===== config.mk =====
export PLATFORM = sky130hd
export DESIGN_NAME = shift_cmd_seq_flat
export DESIGN_NICKNAME = d
export VERILOG_FILES = /design/src/rtl/shift_cmd_seq_if.sv /design/src/rtl/shift_cmd_seq.sv /design/src/flat_wrapper.sv
export SDC_FILE = /design/constraint.sdc
export NUM_CORES = 1
export LEC_CHECK = 0
export BUFFER_PORTS_ARGS = -buffer_cell sky130_fd_sc_hd__buf_2
export CAP_MARGIN = 20
export CORE_AREA = 2 2 141 143
export CTS_CLUSTER_SIZE = 24
export DETAILED_ROUTE_END_ITERATION = 10
export DIE_AREA = 0 0 143 145
export PLACE_DENSITY_LB_ADDON = 0.08
export SLEW_MARGIN = 40
export SYNTH_ARGS = -nofsm -noshare
export SYNTH_HDL_FRONTEND = slang
export SYNTH_SLANG_ARGS = --single-unit
export TNS_END_PERCENT = 1

===== constraint.sdc =====
create_clock -name clk -period 3.1 [get_ports clk]
set_input_delay 0.155 -clock clk [delete_from_list [all_inputs] [get_ports clk]]
set_output_delay 0.155 -clock clk [all_outputs]
set_load 0.05 [all_outputs]

===== src/rtl/shift_cmd_seq_if.sv =====
// Command/result bundle for the serial shifter front-end.
// Optional feature macro: SHIFT_ROTATE_EN adds the cmd_rot signal.
interface shift_cmd_seq_if #(
   parameter int WIDTH = 32,
   parameter int AMT_W = 6
);
   logic             cmd_valid;
   logic             cmd_ready;
   logic [WIDTH-1:0] cmd_data;
   logic [AMT_W-1:0] cmd_amt;
   logic             cmd_dir;
`ifdef SHIFT_ROTATE_EN
   logic             cmd_rot;
`endif
   logic             res_valid;
   logic             res_ready;
   logic [WIDTH-1:0] res_data;
   logic             busy;

`ifdef SHIFT_ROTATE_EN
   modport master (
      output cmd_valid, cmd_data, cmd_amt,
      output cmd_dir, cmd_rot, res_ready,
      input  cmd_ready, res_valid, res_data, busy
   );
   modport slave (
      input  cmd_valid, cmd_data, cmd_amt,
      input  cmd_dir, cmd_rot, res_ready,
      output cmd_ready, res_valid, res_data, busy
   );
`else
   modport master (
      output cmd_valid, cmd_data, cmd_amt,
      output cmd_dir, res_ready,
      input  cmd_ready, res_valid, res_data, busy
   );
   modport slave (
      input  cmd_valid, cmd_data, cmd_amt,
      input  cmd_dir, res_ready,
      output cmd_ready, res_valid, res_data, busy
   );
`endif
endinterface


===== src/rtl/shift_cmd_seq.sv =====
// Serial shift-command sequencer: FIFO-buffered requests, one bit per clk.
// Optional feature macro: SHIFT_ROTATE_EN enables per-command rotate.
module shift_cmd_seq #(
   parameter int WIDTH = 32,
   parameter int AMT_W = 6,
   parameter int DEPTH = 4
) (
   input  logic           clk,
   input  logic           clr,
   shift_cmd_seq_if.slave bus
);

   localparam int PTR_W = (DEPTH > 1) ? $clog2(DEPTH) : 1;
   localparam logic [PTR_W:0]   PTR_ONE = (PTR_W+1)'(1);
   localparam logic [AMT_W-1:0] LP_W    = AMT_W'(WIDTH);
   localparam logic [AMT_W-1:0] CNT_ONE = AMT_W'(1);

   typedef enum logic [1:0] {
      S_IDLE  = 2'd0,
      S_SHIFT = 2'd1,
      S_DONE  = 2'd2
   } state_t;

   state_t r_state;
   state_t w_state_nxt;

   logic [WIDTH-1:0] r_mem_data [DEPTH];
   logic [AMT_W-1:0] r_mem_amt  [DEPTH];
   logic             r_mem_dir  [DEPTH];
   logic [PTR_W:0]   r_wr_ptr;
   logic [PTR_W:0]   r_rd_ptr;

   logic [WIDTH-1:0] r_shreg;
   logic [AMT_W-1:0] r_cnt;
   logic             r_dir;

   logic             w_full;
   logic             w_empty;
   logic             w_push;
   logic             w_pop;
   logic [WIDTH-1:0] w_head_data;
   logic [AMT_W-1:0] w_head_amt;
   logic             w_head_dir;
   logic             w_head_rot;
   logic             w_cur_rot;
   logic [AMT_W-1:0] w_eff;
   logic [WIDTH-1:0] w_shifted;

   assign w_empty = (r_wr_ptr == r_rd_ptr);
   assign w_full  = (r_wr_ptr[PTR_W] != r_rd_ptr[PTR_W]) &&
                    (r_wr_ptr[PTR_W-1:0] == r_rd_ptr[PTR_W-1:0]);

   // Full alone gates acceptance, so a same-cycle pop never frees a slot early.
   assign w_push = bus.cmd_valid && !w_full;

   assign w_head_data = r_mem_data[r_rd_ptr[PTR_W-1:0]];
   assign w_head_amt  = r_mem_amt[r_rd_ptr[PTR_W-1:0]];
   assign w_head_dir  = r_mem_dir[r_rd_ptr[PTR_W-1:0]];

`ifdef SHIFT_ROTATE_EN
   logic r_mem_rot [DEPTH];
   logic r_rot;

   // Rotate flag travels with its command through the queue.
   always_ff @(posedge clk) begin
      if (w_push) begin
         r_mem_rot[r_wr_ptr[PTR_W-1:0]] <= bus.cmd_rot;
      end
   end

   // Rotate flag of the command currently in the engine.
   always_ff @(posedge clk or negedge clr) begin
      if (!clr) begin
         r_rot <= 1'b0;
      end else if (w_pop) begin
         r_rot <= w_head_rot;
      end
   end

   assign w_head_rot = r_mem_rot[r_rd_ptr[PTR_W-1:0]];
   assign w_cur_rot  = r_rot;
`else
   assign w_head_rot = 1'b0;
   assign w_cur_rot  = 1'b0;
`endif

   // Queue storage; contents need no reset since the pointers gate them.
   always_ff @(posedge clk) begin
      if (w_push) begin
         r_mem_data[r_wr_ptr[PTR_W-1:0]] <= bus.cmd_data;
         r_mem_amt[r_wr_ptr[PTR_W-1:0]]  <= bus.cmd_amt;
         r_mem_dir[r_wr_ptr[PTR_W-1:0]]  <= bus.cmd_dir;
      end
   end

   // Queue pointers carry an extra wrap bit to tell full from empty.
   always_ff @(posedge clk or negedge clr) begin
      if (!clr) begin
         r_wr_ptr <= '0;
         r_rd_ptr <= '0;
      end else begin
         if (w_push) r_wr_ptr <= r_wr_ptr + PTR_ONE;
         if (w_pop)  r_rd_ptr <= r_rd_ptr + PTR_ONE;
      end
   end

   // Step count: logical shifts saturate at WIDTH, rotates wrap modulo WIDTH.
   always_comb begin
      w_eff = w_head_amt;
      if (w_head_rot) begin
         w_eff = w_head_amt % LP_W;
      end else if (w_head_amt >= LP_W) begin
         w_eff = LP_W;
      end
   end

   // One-position move of the working register.
   always_comb begin
      w_shifted = r_shreg;
      unique case ({r_dir, w_cur_rot})
         2'b00: w_shifted = {r_shreg[WIDTH-2:0], 1'b0};
         2'b01: w_shifted = {r_shreg[WIDTH-2:0], r_shreg[WIDTH-1]};
         2'b10: w_shifted = {1'b0, r_shreg[WIDTH-1:1]};
         2'b11: w_shifted = {r_shreg[0], r_shreg[WIDTH-1:1]};
         default: w_shifted = r_shreg;
      endcase
   end

   // Controller state register.
   always_ff @(posedge clk or negedge clr) begin
      if (!clr) begin
         r_state <= S_IDLE;
      end else begin
         r_state <= w_state_nxt;
      end
   end

   // Next state and pop strobe; a zero-step command skips straight to DONE.
   always_comb begin
      w_state_nxt = r_state;
      w_pop       = 1'b0;
      unique case (r_state)
         S_IDLE: begin
            if (!w_empty) begin
               w_pop       = 1'b1;
               w_state_nxt = (w_eff == '0) ? S_DONE : S_SHIFT;
            end
         end
         S_SHIFT: begin
            if (r_cnt == CNT_ONE) w_state_nxt = S_DONE;
         end
         S_DONE: begin
            if (bus.res_ready) w_state_nxt = S_IDLE;
         end
         default: w_state_nxt = S_IDLE;
      endcase
   end

   // Datapath: load on pop, then one shift and one decrement per edge.
   always_ff @(posedge clk or negedge clr) begin
      if (!clr) begin
         r_shreg <= '0;
         r_cnt   <= '0;
         r_dir   <= 1'b0;
      end else if (w_pop) begin
         r_shreg <= w_head_data;
         r_cnt   <= w_eff;
         r_dir   <= w_head_dir;
      end else if (r_state == S_SHIFT) begin
         r_shreg <= w_shifted;
         r_cnt   <= r_cnt - CNT_ONE;
      end
   end

   assign bus.cmd_ready = !w_full;
   assign bus.res_valid = (r_state == S_DONE);
   assign bus.res_data  = r_shreg;
   assign bus.busy      = !w_empty || (r_state != S_IDLE);

endmodule


===== src/flat_wrapper.sv =====
// flat-port wrapper written by rule: the top's interface ports become plain ports
module shift_cmd_seq_flat 
#(
   parameter int WIDTH = 32,
   parameter int AMT_W = 6,
   parameter int DEPTH = 4
)
  (clk, clr, bus_cmd_valid, bus_cmd_data, bus_cmd_amt, bus_cmd_dir, bus_res_ready, bus_cmd_ready, bus_res_valid, bus_res_data, bus_busy);
  shift_cmd_seq_if #(.WIDTH(WIDTH), .AMT_W(AMT_W)) bus_i ();
  input  logic clk;
  input  logic clr;
  input wire logic [$bits(bus_i.cmd_valid)-1:0] bus_cmd_valid;
  input wire logic [$bits(bus_i.cmd_data)-1:0] bus_cmd_data;
  input wire logic [$bits(bus_i.cmd_amt)-1:0] bus_cmd_amt;
  input wire logic [$bits(bus_i.cmd_dir)-1:0] bus_cmd_dir;
  input wire logic [$bits(bus_i.res_ready)-1:0] bus_res_ready;
  output wire logic [$bits(bus_i.cmd_ready)-1:0] bus_cmd_ready;
  output wire logic [$bits(bus_i.res_valid)-1:0] bus_res_valid;
  output wire logic [$bits(bus_i.res_data)-1:0] bus_res_data;
  output wire logic [$bits(bus_i.busy)-1:0] bus_busy;
  assign bus_i.cmd_valid = bus_cmd_valid;
  assign bus_i.cmd_data = bus_cmd_data;
  assign bus_i.cmd_amt = bus_cmd_amt;
  assign bus_i.cmd_dir = bus_cmd_dir;
  assign bus_i.res_ready = bus_res_ready;
  assign bus_cmd_ready = bus_i.cmd_ready;
  assign bus_res_valid = bus_i.res_valid;
  assign bus_res_data = bus_i.res_data;
  assign bus_busy = bus_i.busy;
  shift_cmd_seq #(.WIDTH(WIDTH), .AMT_W(AMT_W), .DEPTH(DEPTH)) u_core (.clk(clk), .clr(clr), .bus(bus_i));
endmodule

==> flow_metrics.tcl <==
set metrics [dict create \
    final_antenna_net_count 0 \
    grt_use_total 0.1850 \
    cts_max_path_buffers 3 \
    syn_avg_cell_area_sq_um 17.38 \
    most_common_cell_after_layout_fill_and_taps_aside "edfxtp_1" \
    final_net_count 658 \
    routed_via_density 5.479 \
    first_pass_iters 7 \
    share_of_final_layout_standard_cells_stronger_than_drive_strength_1 0.3253 \
    static-leakage-power_nw 3.590 \
    vdd_drop_max_mv 0.5423 \
    grt_pass1_vias 5097 \
    setup.reg_to_reg.worst_slack_ns 0.83 \
    synth_ff_type "edfxtp_1" \
    ys_seq_area_frac 0.7038 \
    postRouteWirelength_mm 18.47 \
    overflow 0 \
    final_area_sq_um 10180 \
    first_iter_violations 301 \
    row_count 51 \
    first_pass_grt_wire_length_mm 29.50 \
    p_per_area_nw_per_um2 1111 \
    syn-instance-count 479 \
    final-max-slew-violation-count 0 \
    clock_skew_ns 0.01465 \
    wp_data_required_ns 2.94 \
    maxClockFrequency_mhz 381.3 \
    core_area_sq_um 19210 \
    cts.repair.resized 0 \
    detailed_place_hpwl_mm 11.58 \
    crit_fanout 18 \
    postSynth.asyncResetShare 0.2315 \
    layout_min_cycle_time_ns 2.623 \
    mostFrequentLayoutCells "edfxtp_1 (156), buf_2 (76), o22ai_1 (62)" \
    maxSlewHeadroom 0.5059 \
    syn2layout_area_growth_pct 22.21 \
    placement.io_buffers 77 \
    worst_r2r_path_depth 4 \
    finalWorstSetupSlack_ns 0.4774 \
    cts_tree "done" \
    numCtsBuffers 22 \
    post_place_cell_area_sq_um 9120 \
    outcome "complete, no violations" \
    clock_sink_total 203 \
    post_synth_net_total 529 \
    worstSetupEndpointType "output pin" \
    totalPowerFinal_w 0.01130 \
    setup.worst_path.class "reg2out" \
    grt_setup_unrepaired "false" \
    die-area_sq_um 20740 \
    synth_seq_cells 203 \
    finalSetupTns_ns 0 \
    dr_total_vias 4871 \
    post_route_clock_period_utilization 0.8460 \
    yosys_warnings 0 \
    wl_per_cell_um 20.78 \
    worst_setup_path_startpoint "u_core.r_state[1]" \
    synth.cell_area_sq_um 8327 \
    last_weighted_congestion_value_of_the_routability_driven_placer 0.7469 \
    antennaDiodeCount 0 \
    report.final.setup_viol 0 \
    post-route-drc-count 0 \
    post-cts-setup-buffer-count 0 \
    timing.hold.worst.start "bus_res_ready" \
    starting_density_of_the_core 0.4335 \
    clk_latency_ns 0.50 \
    die-width_um 143 \
    max-cap-violations 0 \
    io_pins 78 \
    worst_pin_slew_ns 0.7399 \
    grt_antenna_before_repair 0 \
    number_of_enable_type_register_cells_in_the_synthesized_netlist 156 \
    rr_startpoint "u_core.r_rd_ptr[1]" \
    timing.critical_path.arrival_ns 2.47 \
    hold_path.class "in2reg" \
    htreeDepth 1 \
    worst_setup_hold_path_clk_slew_ns 0.06 \
    die-height_um 145 \
    timing.hold.worst_path_depth 4 \
    timing.final.hold_violations 0 \
    cts_root_buffer "clkbuf_16" \
    detailedPlace.worstSlack_ns 0.7837 \
    setup.worst_path.start_class "register" \
    grt_max_degree 38 \
    netlist-cell-type-count 40 \
]
-- timing repair --
item | CTS | global route
endpoints found under the setup margin | 0 | 0
hold buffers | 40 | 0
hold endpoints to repair | 192 | 0
-- per-layer routing --
layer	share of wire	vias to the layer above	routed length [um]	GRT usage
met3	0.043	22	798	0.02805
met1	0.47	2513	8602	0.2725
met5	0	-	0	0
met4	0.018	0	334	0.04307
li1	-	2212	-	-
met2	0.47	124	8738	0.2926
-- kinds of logic (layout without fill, tap and decap cells) --
logic type	count (synthesis)	in the layout	share of synthesized area
buffers and inverters	39	184	0.02013
DFF	203	203	0.7038
muxes	70	70	0.1473
and+or+nand+nor	35	35	0.02209
AOI/OAI and AO/OA	114	114	0.08460
xor gates and xnor gates	11	11	0.01157
adders and majority gates	7	7	0.01052
-- sequential cells by signal (all words and copies together), names as in the netlist --
register / cells
u_core.r_cnt: 6
u_core.r_mem_data: 128
u_core.r_state: 2
u_core.r_rd_ptr: 3
u_core.r_wr_ptr: 3
u_core.r_dir: 1
u_core.r_mem_dir: 4
u_core.r_mem_amt: 24
u_core.bus.res_data: 32
-- Yosys cell counts (2+ instances only) --
| master | instances | area, sq um |
|---|---|---|
| mux2_2 | 30 | 337.8 |
| clkbuf_1 | 20 | 75.07 |
| xnor2_1 | 7 | 61.31 |
| inv_1 | 8 | 30.03 |
| ha_1 | 7 | 87.58 |
| o22ai_1 | 62 | 387.9 |
| buf_2 | 5 | 25.02 |
| buf_1 | 3 | 11.26 |
| or3_1 | 2 | 12.51 |
| a21oi_1 | 35 | 175.2 |
| xor2_1 | 4 | 35.03 |
| nor2_1 | 9 | 33.78 |
| buf_6 | 2 | 22.52 |
| nand3_1 | 3 | 15.01 |
| o21ai_0 | 5 | 25.02 |
| a21o_1 | 2 | 15.01 |
| mux4_2 | 39 | 878.3 |
| edfxtp_1 | 156 | 4684 |
| and2_1 | 4 | 25.02 |
| and3_1 | 2 | 12.51 |
| a221o_1 | 2 | 20.02 |
| nor4_1 | 2 | 12.51 |
| nand2b_1 | 2 | 12.51 |
| nand2_1 | 6 | 22.52 |
| dfrtp_1 | 47 | 1176 |
-- per-stage QoR --
step                cells  utilization  hold WS [ns]
finish                889       0.5298        0.1051
global route          889       0.5298       0.08347
CTS                   889       0.5298       0.09053
detailed placement    809       0.4748        0.1728
global placement      809       0.4746        0.3546
floorplan             479            -       -0.1406
-- report_power, final --
group	switching, W	internal (W)	total [W]
sequential	0.000583	0.00377	0.00436
clock	0.000998	0.00138	0.00238
combinational	0.00275	0.00182	0.00456
-- layout make-up --
cell class                 count  area, sq um
clock buffer                  33        623.1
clock inverter                 7        32.53
fill                        1589         9031
inverter                       9        33.78
multi-input combinational    237         2317
sequential                   203         5864
tap                          265        331.6
timing repair buffer         135        973.4
-- worst paths after layout --
| kind | end |
|---|---|
| min in group asynchronous | u_core.r_cnt[3] |
| max in group asynchronous | u_core.bus.res_data[13] |
| worst min-delay path | u_core.r_state[1] |
| worst max register to register | u_core.r_mem_amt[2][1] |
| worst min register to register | u_core.r_wr_ptr[2] |
| worst max-delay path | bus_res_valid |
-- worst max-delay path, stage by stage (launching register included) --
cell and delay [ns]:
dfrtp_1 0.43, clkinv_1 0.58, buf_4 0.46, nor2_1 0.19, buf_2 0.30
(Power assumes the default switching activity.)
